[src/rtl/addsub_serial.sv]
// addsub_serial -- digit-serial add/subtract unit with a start/busy/done
// handshake. Each RUN cycle adds DIGIT bits of the operands, so an operation
// takes NSTEP = WIDTH/DIGIT cycles after the accepting start edge.
//
// Ports:
//   clk    rising-edge clock
//   rst    asynchronous active-high reset
//   start  request an operation (accepted only in IDLE or DONE)
//   a, b   WIDTH-bit operands, captured on an accepted start
//   cin    carry-in for addition (ignored when sub=1)
//   sub    0: a+b+cin, 1: a-b (a + ~b + 1)
//   busy   high while the operation is running
//   done   one-cycle pulse, result valid
//   sum    registered result, held until the next completion
//   cout   final carry-out (subtract: 1 = no borrow)
//   ovf    two's-complement signed overflow
module addsub_serial #(
  parameter int WIDTH = 8,
  parameter int DIGIT = 2
) (
  input  logic             clk,
  input  logic             rst,
  input  logic             start,
  input  logic [WIDTH-1:0] a,
  input  logic [WIDTH-1:0] b,
  input  logic             cin,
  input  logic             sub,
  output logic             busy,
  output logic             done,
  output logic [WIDTH-1:0] sum,
  output logic             cout,
  output logic             ovf
);

  localparam int NSTEP = WIDTH / DIGIT;
  localparam int CW    = (NSTEP > 1) ? $clog2(NSTEP) : 1;

  generate
    if (DIGIT < 1 || (WIDTH % DIGIT) != 0) begin : g_bad_param
      $error("addsub_serial: DIGIT must be >= 1 and divide WIDTH");
    end
  endgenerate

  typedef enum logic [1:0] {IDLE, RUN, DONE} state_t;

  state_t           state_reg, state_next;
  logic [WIDTH-1:0] opa_reg, opb_reg, part_reg;
  logic             carry_reg;
  logic [CW-1:0]    step_reg;
  logic             amsb_reg, bmsb_reg;

  logic             accept;
  logic             last;
  logic [DIGIT:0]   dsum;
  logic [WIDTH-1:0] part_next;

  assign accept = start && (state_reg == IDLE || state_reg == DONE);
  assign last   = (state_reg == RUN) && (step_reg == CW'(NSTEP - 1));

  // One digit of the ripple: low DIGIT bits of each operand plus carry.
  assign dsum = (DIGIT+1)'(opa_reg[DIGIT-1:0]) + (DIGIT+1)'(opb_reg[DIGIT-1:0])
              + (DIGIT+1)'(carry_reg);

  // New digit enters from the MSB side, so after NSTEP steps the first
  // (least significant) digit has reached bit 0.
  assign part_next = (part_reg >> DIGIT)
                   | (WIDTH'(dsum[DIGIT-1:0]) << (WIDTH - DIGIT));

  // State register
  always_ff @(posedge clk or posedge rst) begin
    if (rst) state_reg <= IDLE;
    else     state_reg <= state_next;
  end

  // Next-state logic
  always_comb begin
    state_next = state_reg;
    case (state_reg)
      IDLE:    if (accept) state_next = RUN;
      RUN:     if (last)   state_next = DONE;
      DONE:    state_next = accept ? RUN : IDLE;
      default: state_next = IDLE;
    endcase
  end

  // Outputs decoded from state
  always_comb begin
    busy = (state_reg == RUN);
    done = (state_reg == DONE);
  end

  // Datapath
  always_ff @(posedge clk or posedge rst) begin
    if (rst) begin
      opa_reg   <= '0;
      opb_reg   <= '0;
      part_reg  <= '0;
      carry_reg <= 1'b0;
      step_reg  <= '0;
      amsb_reg  <= 1'b0;
      bmsb_reg  <= 1'b0;
      sum       <= '0;
      cout      <= 1'b0;
      ovf       <= 1'b0;
    end else if (accept) begin
      opa_reg   <= a;
      opb_reg   <= sub ? ~b : b;
      carry_reg <= sub ? 1'b1 : cin;
      step_reg  <= '0;
      part_reg  <= '0;
      amsb_reg  <= a[WIDTH-1];
      bmsb_reg  <= sub ? ~b[WIDTH-1] : b[WIDTH-1];
    end else if (state_reg == RUN) begin
      opa_reg   <= opa_reg >> DIGIT;
      opb_reg   <= opb_reg >> DIGIT;
      carry_reg <= dsum[DIGIT];
      part_reg  <= part_next;
      step_reg  <= step_reg + CW'(1);
      if (last) begin
        sum  <= part_next;
        cout <= dsum[DIGIT];
        // Overflow: operands agree in sign but the result does not.
        ovf  <= (amsb_reg == bmsb_reg) && (part_next[WIDTH-1] != amsb_reg);
      end
    end
  end

endmodule
[config.mk]
export PLATFORM = sky130hd
export DESIGN_NAME = addsub_serial
export DESIGN_NICKNAME = d
export VERILOG_FILES = /design/src/rtl/addsub_serial.sv
export SDC_FILE = /design/constraint.sdc
export NUM_CORES = 1
export LEC_CHECK = 0
export ABC_AREA = 1
export CORE_MARGIN = 4
export CORE_UTILIZATION = 30
export DETAILED_ROUTE_END_ITERATION = 6
export PLACE_DENSITY = 0.49
export SYNTH_ARGS = -nofsm -noshare
export SYNTH_HDL_FRONTEND = slang
export SYNTH_SLANG_ARGS = --single-unit
[constraint.sdc]
create_clock -name clk -period 2.4 [get_ports clk]
set_input_delay 0.48 -clock clk [delete_from_list [all_inputs] [get_ports clk]]
set_output_delay 0.48 -clock clk [all_outputs]
set_load 0.02 [all_outputs]
==> results of run 1 <==
==> cell families after synthesis <==
kind of cell             after synthesis  synth area share [%]
flip-flops                            39                  54.2
buffers and inverters                 41                  9.87
AO/OA/AOI/OAI                         25                  7.37
XOR/XNOR                               1                 0.487
adder cells (fa/ha/maj)                3                  2.92
AND/OR/NAND/NOR                      113                  25.2
==> metal layers <==
layer / vias up / global-route usage [%] / routed length [um]
met5: - / 0 / 0
met4: 0 / 3.88 / 49
met3: 7 / 3.50 / 186
met2: 26 / 17.9 / 1620
met1: 658 / 14.9 / 1790
li1: 749 / - / -
==> worst reg2reg max path: stages, from the launching register on <==
cell and delay, ns:
dfrtp_1 0.35, inv_1 0.06, fa_1 0.40, inv_1 0.07, fa_1 0.40, inv_1 0.12
o21ai_0 0.09, nand3_1 0.07, nand2_1 0.05
==> final cells by class <==
type / count / area (sq um)
clock buffer: 6 / 82.6
clock inverter: 2 / 35.0
fill: 625 / 3370
inverter: 34 / 128
multi-input combinational: 142 / 647
sequential: 39 / 976
tap: 72 / 90.1
timing repair buffer: 36 / 350
==> power by group through the flow <==
stage / Combinational, mW / Sequential [mW] / Clock (mW)
6_report: 1.30 / 1.12 / 0.558
4_1_cts: 1.33 / 1.13 / 0.576
5_1_grt: 1.51 / 1.17 / 0.608
2_1_floorplan: 0.833 / 1.20 / 0
3_3_place_gp: 1.32 / 1.13 / 0
3_5_place_dp: 1.33 / 1.13 / 0
==> stage by stage <==
step                      power [mW]  area, sq um  utilization [%]  setup slack [ns]
final                           2.98         2310             40.7             0.461
after global routing            3.29         2310             40.7             0.388
after CTS                       3.04         2310             40.7             0.421
after detailed placement        2.47         2190             38.6             0.586
after global placement          2.45         2190             38.6             0.602
after floorplan                 2.03         1800                -             0.786
==> path summary, 6_finish.rpt <==
path / endpoint / from
worst max-delay path: busy / state_reg[0]
worst min-delay path: opa_reg[6] / opa_reg[6]
worst max register to register: ovf / opa_reg[0]
worst min register to register: opa_reg[6] / opa_reg[6]
max in group asynchronous: step_reg[1] / rst
min in group asynchronous: sum[6] / rst
==> cell usage in the layout (no fill, tap or decap) <==
| master | count |
|---|---|
| inv_1 | 32 |
| bufinv_16 | 1 |
| buf_4 | 4 |
| clkbuf_8 | 6 |
| nor2_1 | 4 |
| dfrtp_1 | 39 |
| inv_2 | 2 |
| clkinv_2 | 1 |
| xnor2_1 | 1 |
| nor2_4 | 1 |
| ha_1 | 1 |
| nand3_1 | 11 |
| clkdlybuf4s50_1 | 32 |
| nand2_1 | 94 |
| o21ai_0 | 18 |
| or2_2 | 1 |
| fa_1 | 2 |
| o22ai_1 | 6 |
| nand2_2 | 2 |
| a21oi_1 | 1 |
==> results_dict.tcl, run 1 <==
set metrics [dict create \
    critPathTopFamily "buffers and inverters" \
    antenna_found_initial 0 \
    leakagePower_nw 1.18 \
    synth_common_cells "nand2_1, dfrtp_1, inv_1" \
    stdcell_count 331 \
    syn_inst 222 \
    rrSetupSlack_ns 0.69 \
    report.final.slew_viol_count 0 \
    h-tree-depth 2 \
    power.share.clock_pct 18.8 \
    timing.fmax_mhz 516 \
    drive_gt1_share_pct 6.95 \
    status "finished, final reports clean" \
    dr.pass1.iters 3 \
    rows 27 \
    drtIter0Drc 56 \
    r2r_cells 8 \
    place_inst 323 \
    via_count 1440 \
    max_slew.worst_pin.slew_ns 0.506 \
    ys_seq_area_share_pct 54.2 \
    p_int_mw 1.82 \
    yosysTopAreaCell "dfrtp_1" \
    synth_edf_count 0 \
    seqPwrFrac_pct 37.7 \
    relSlewSlack_pct 66.2 \
    layout_min_cycle_time_ns 1.94 \
    port_buffers 32 \
    die_w_um 85.5 \
    grt_pass1_vias 1406 \
    critPathMaxStageDelay_ns 0.61 \
    dieArea_sq_um 7310 \
    rsz0062_at_grt "no" \
    synth_top_area_share_pct 54.2 \
    clockRootBuffer "clkbuf_8" \
    synth_area_per_cell_sq_um 8.11 \
    synth_fp_nets 246 \
    cts_hold_buf 0 \
    clkTransAtPathRegs_ns 0.07 \
    dieHeight_um 85.5 \
    min_period_over_period_pct 80.8 \
    cp_data_arrival_time_ns 1.46 \
    wl_per_cell_um 11.0 \
    drv_cap 0 \
    power_density_nw_per_um2 1290 \
    finalHoldWorstSlack_ns 0.477 \
    cp_cell_sequence "inv_2 > nor2_4 > clkdlybuf4s50_1" \
    coreArea_sq_um 5680 \
    place.gp.congestion 0.740 \
    cts_sinks 39 \
    synth_flop_cell "dfrtp_1" \
    diodes 0 \
    synthToLayoutAreaGrowth_pct 28.2 \
    post-cts-setup-buffers 0 \
    min_path_cells 2 \
    synth-seq-cells 39 \
    hold_path_class "register to register" \
    async_flop_share_pct 100 \
    post_cts_resized 0 \
    slowest_stage "clkdlybuf4s50_1" \
    nets 282 \
    critPathLaunchType "register" \
    p_comb_share_pct 43.5 \
    setup_viol 0 \
    power_switching_share_pct 39.0 \
    worst-path-buf-inv 2 \
    power.net_switching_mw 1.16 \
    cp.required_ns 1.92 \
    cts_tree "yes" \
    peakVddDrop_mv 0.381 \
    viasPerCell 4.35 \
    drc_errors 0 \
    syn_area_sq_um 1800 \
    grt_pass1_wl_mm 6.59 \
    clock_latency_ns 0.29 \
    skew_ns 0.00543 \
    post_synth_num_cell_types 18 \
    ctsLongestPathBuffers 2 \
    numCtsBuffers 5 \
    synthTopCellsByArea "dfrtp_1, nand2_1, inv_1, o21ai_0, nand3_1" \
    cp.depth 3 \
    grt_remaining_overflow 0 \
    hold_viol 0 \
    synth_warnings 0 \
    worstSetupPathType "register to output pin" \
    grtUsageTotal_pct 11.4 \
    cp-end-kind "output pin" \
    ioPinCount 33 \
    crit_fanout 4 \
    start_util_pct 31.7 \
    hpwlAfterDp_mm 2.59 \
    final.setup.tns_ns 0 \
    drtAntennaViolNets 0 \
    yosysMostFrequentCell "nand2_1" \
    routed_wl_mm 3.65 \
    grt_max_degree 40 \
]
(Power assumes the default switching activity.)
==> run 2, diff against run 1 <==
PLACE_DENSITY = 0.5   (was 0.49)
clock period = 1.65 ns   (was 2.4 ns; I/O delays follow)
==> run 2 against run 1 <==
The run now ends with negative setup slack left. First-iteration DRC count grew 14%. Sequential power grew 46%. Global-route usage shrank 0.20 points. Clock power grew 26%. Register-to-register slack lost 0.69 ns. Design area grew 1.5%. Core utilization grew 0.62 points. Critical endpoint is now part_reg[7].
==> results_dict.tcl, run 2 (synthesized netlist as in run 1, its figures left out) <==
set metrics [dict create \
    viasPerCell 4.29 \
    timing.fmax_mhz 606 \
    rows 27 \
    routed_wl_mm 3.78 \
    dpl_worst_slack_ns -0.0661 \
    dr.pass1.iters 4 \
    cp-end-kind "register" \
    cp_data_arrival_time_ns 1.82 \
    power.share.clock_pct 15.9 \
    seqPwrFrac_pct 36.9 \
    wl_met3_um 211 \
    relSlewSlack_pct 75.9 \
    grt_pass1_wl_mm 6.43 \
    cts_hold_buf 0 \
    rsz0062_at_grt "yes" \
    nets 287 \
    hold_path_class "primary input to async pin" \
    ctsLongestPathBuffers 2 \
    rrSetupSlack_ns -0.0004 \
    top_layer_used "met4" \
    dieArea_sq_um 7310 \
    cp_common_cell "inv_2" \
    clockRootBuffer "clkbuf_8" \
    cp.required_ns 1.82 \
    critPathLaunchType "register" \
    violations "negative setup slack" \
    drtAntennaViolNets 0 \
    drive_gt1_share_pct 10.6 \
    slowest_stage "fa_1" \
    postLayoutCoreUtil_pct 41.3 \
    clock_latency_ns 0.29 \
    grt_max_degree 40 \
    grt_remaining_overflow 0 \
    place.gp.congestion 0.727 \
    worstSetupPathType "register to register" \
    grtUsageTotal_pct 11.2 \
    diodes 0 \
    final_common_cell "nand2_1" \
    drt-met1-wl_mm 1.84 \
    clkTransAtPathRegs_ns 0.07 \
    antenna_found_initial 0 \
    peakVddDrop_mv 0.626 \
    report.final.slew_viol_count 0 \
    mostFrequentLayoutCells "nand2_1, dfrtp_1, clkdlybuf4s50_1" \
    final.setup.tns_ns -0.000490 \
    critPathTopFamily "adder cells" \
    cts_tree "yes" \
    coreArea_sq_um 5680 \
    status "finished with violations" \
    finalHoldWorstSlack_ns 0.390 \
    max_slew.worst_pin.slew_ns 0.361 \
    cts_sinks 39 \
    drtIter0Drc 64 \
    min_period_over_period_pct 100 \
    power.net_switching_mw 1.77 \
    drv_cap 0 \
    layout_min_cycle_time_ns 1.65 \
    p_int_mw 2.65 \
    hpwlAfterDp_mm 2.62 \
    die_w_um 85.5 \
    hold_viol 0 \
    fin_ws_ns -0.000366 \
    crit_fanout 4 \
    critPathMaxStageDelay_ns 0.41 \
    dieHeight_um 85.5 \
    skew_ns 0.00531 \
    cp_cell_sequence "inv_2 > fa_2 > inv_2 > fa_1 > inv_2 > buf_4 > o22ai_1" \
    power_switching_share_pct 40.0 \
    wl_per_cell_um 11.3 \
    worst-path-buf-inv 4 \
    drc_errors 0 \
    setup_viol 2 \
    start_util_pct 31.7 \
    leakagePower_nw 1.20 \
    port_buffers 32 \
    p_comb_share_pct 47.1 \
    ioPinCount 33 \
    grt_pass1_vias 1332 \
    wl_met2_mm 1.68 \
    synthToLayoutAreaGrowth_pct 30.2 \
    numCtsBuffers 5 \
    fill_cells 606 \
    power_density_nw_per_um2 1890 \
    via_count 1440 \
    h-tree-depth 2 \
]
run 2: power by group through the flow:
| stage | logic [mW] | registers (mW) | clock network (mW) |
|---|---|---|---|
| floorplan | 1.21 | 1.74 | 0 |
| global placement | 1.99 | 1.63 | 0 |
| detailed placement | 2.01 | 1.65 | 0 |
| CTS | 2.04 | 1.63 | 0.724 |
| global route | 2.38 | 1.69 | 0.770 |
| finish | 2.08 | 1.63 | 0.705 |
run 2: timing repair:
item,4_1_cts,5_1_grt
buffers inserted,0,2
gates resized for setup,7,2
endpoints found under the setup margin,3,1
pin swaps,3,3
run 2: worst register-to-register path: cells and delay by family, from the launching register on:
| kind | cells | cell delay [ns] |
|---|---|---|
| AO/OA/AOI/OAI | 1 | 0.07 |
| adder cells (fa/ha/maj) | 2 | 0.79 |
| buffers and inverters | 4 | 0.32 |
| flip-flops | 1 | 0.36 |
run 2: area by class of cell:
class / instances / area, sq um / area share, %
well taps: 72 / 90.1 / 3.84
inverters: 34 / 128 / 5.45
clock buffers: 8 / 100 / 4.27
flip-flops and latches: 39 / 976 / 41.6
multi-input cells: 142 / 652 / 27.8
repair buffers: 41 / 398 / 17.0
run 2: per-stage QoR:
step	cell area [sq um]	cells	power, mW
6_report	2340	336	4.42
5_1_grt	2340	336	4.84
4_1_cts	2330	334	4.40
3_5_place_dp	2230	326	3.65
3_3_place_gp	2230	326	3.62
2_1_floorplan	1800	222	2.95
run 2: routing by layer:
layer	vias to the layer above	track usage [%]
met1	643	15.1
li1	753	-
met2	39	16.9
met4	0	3.45
met3	5	3.79
met5	-	0
run 2: worst paths after layout:
kind	startpoint	to	cells after the start
max in group asynchronous	rst	ovf	3
worst max-delay path	opa_reg[0]	part_reg[7]	7
worst min-delay path	rst	step_reg[1]	3
worst min register to register	opa_reg[6]	opa_reg[6]	2
min in group clk	opa_reg[6]	opa_reg[6]	2
worst max register to register	opa_reg[0]	part_reg[7]	7
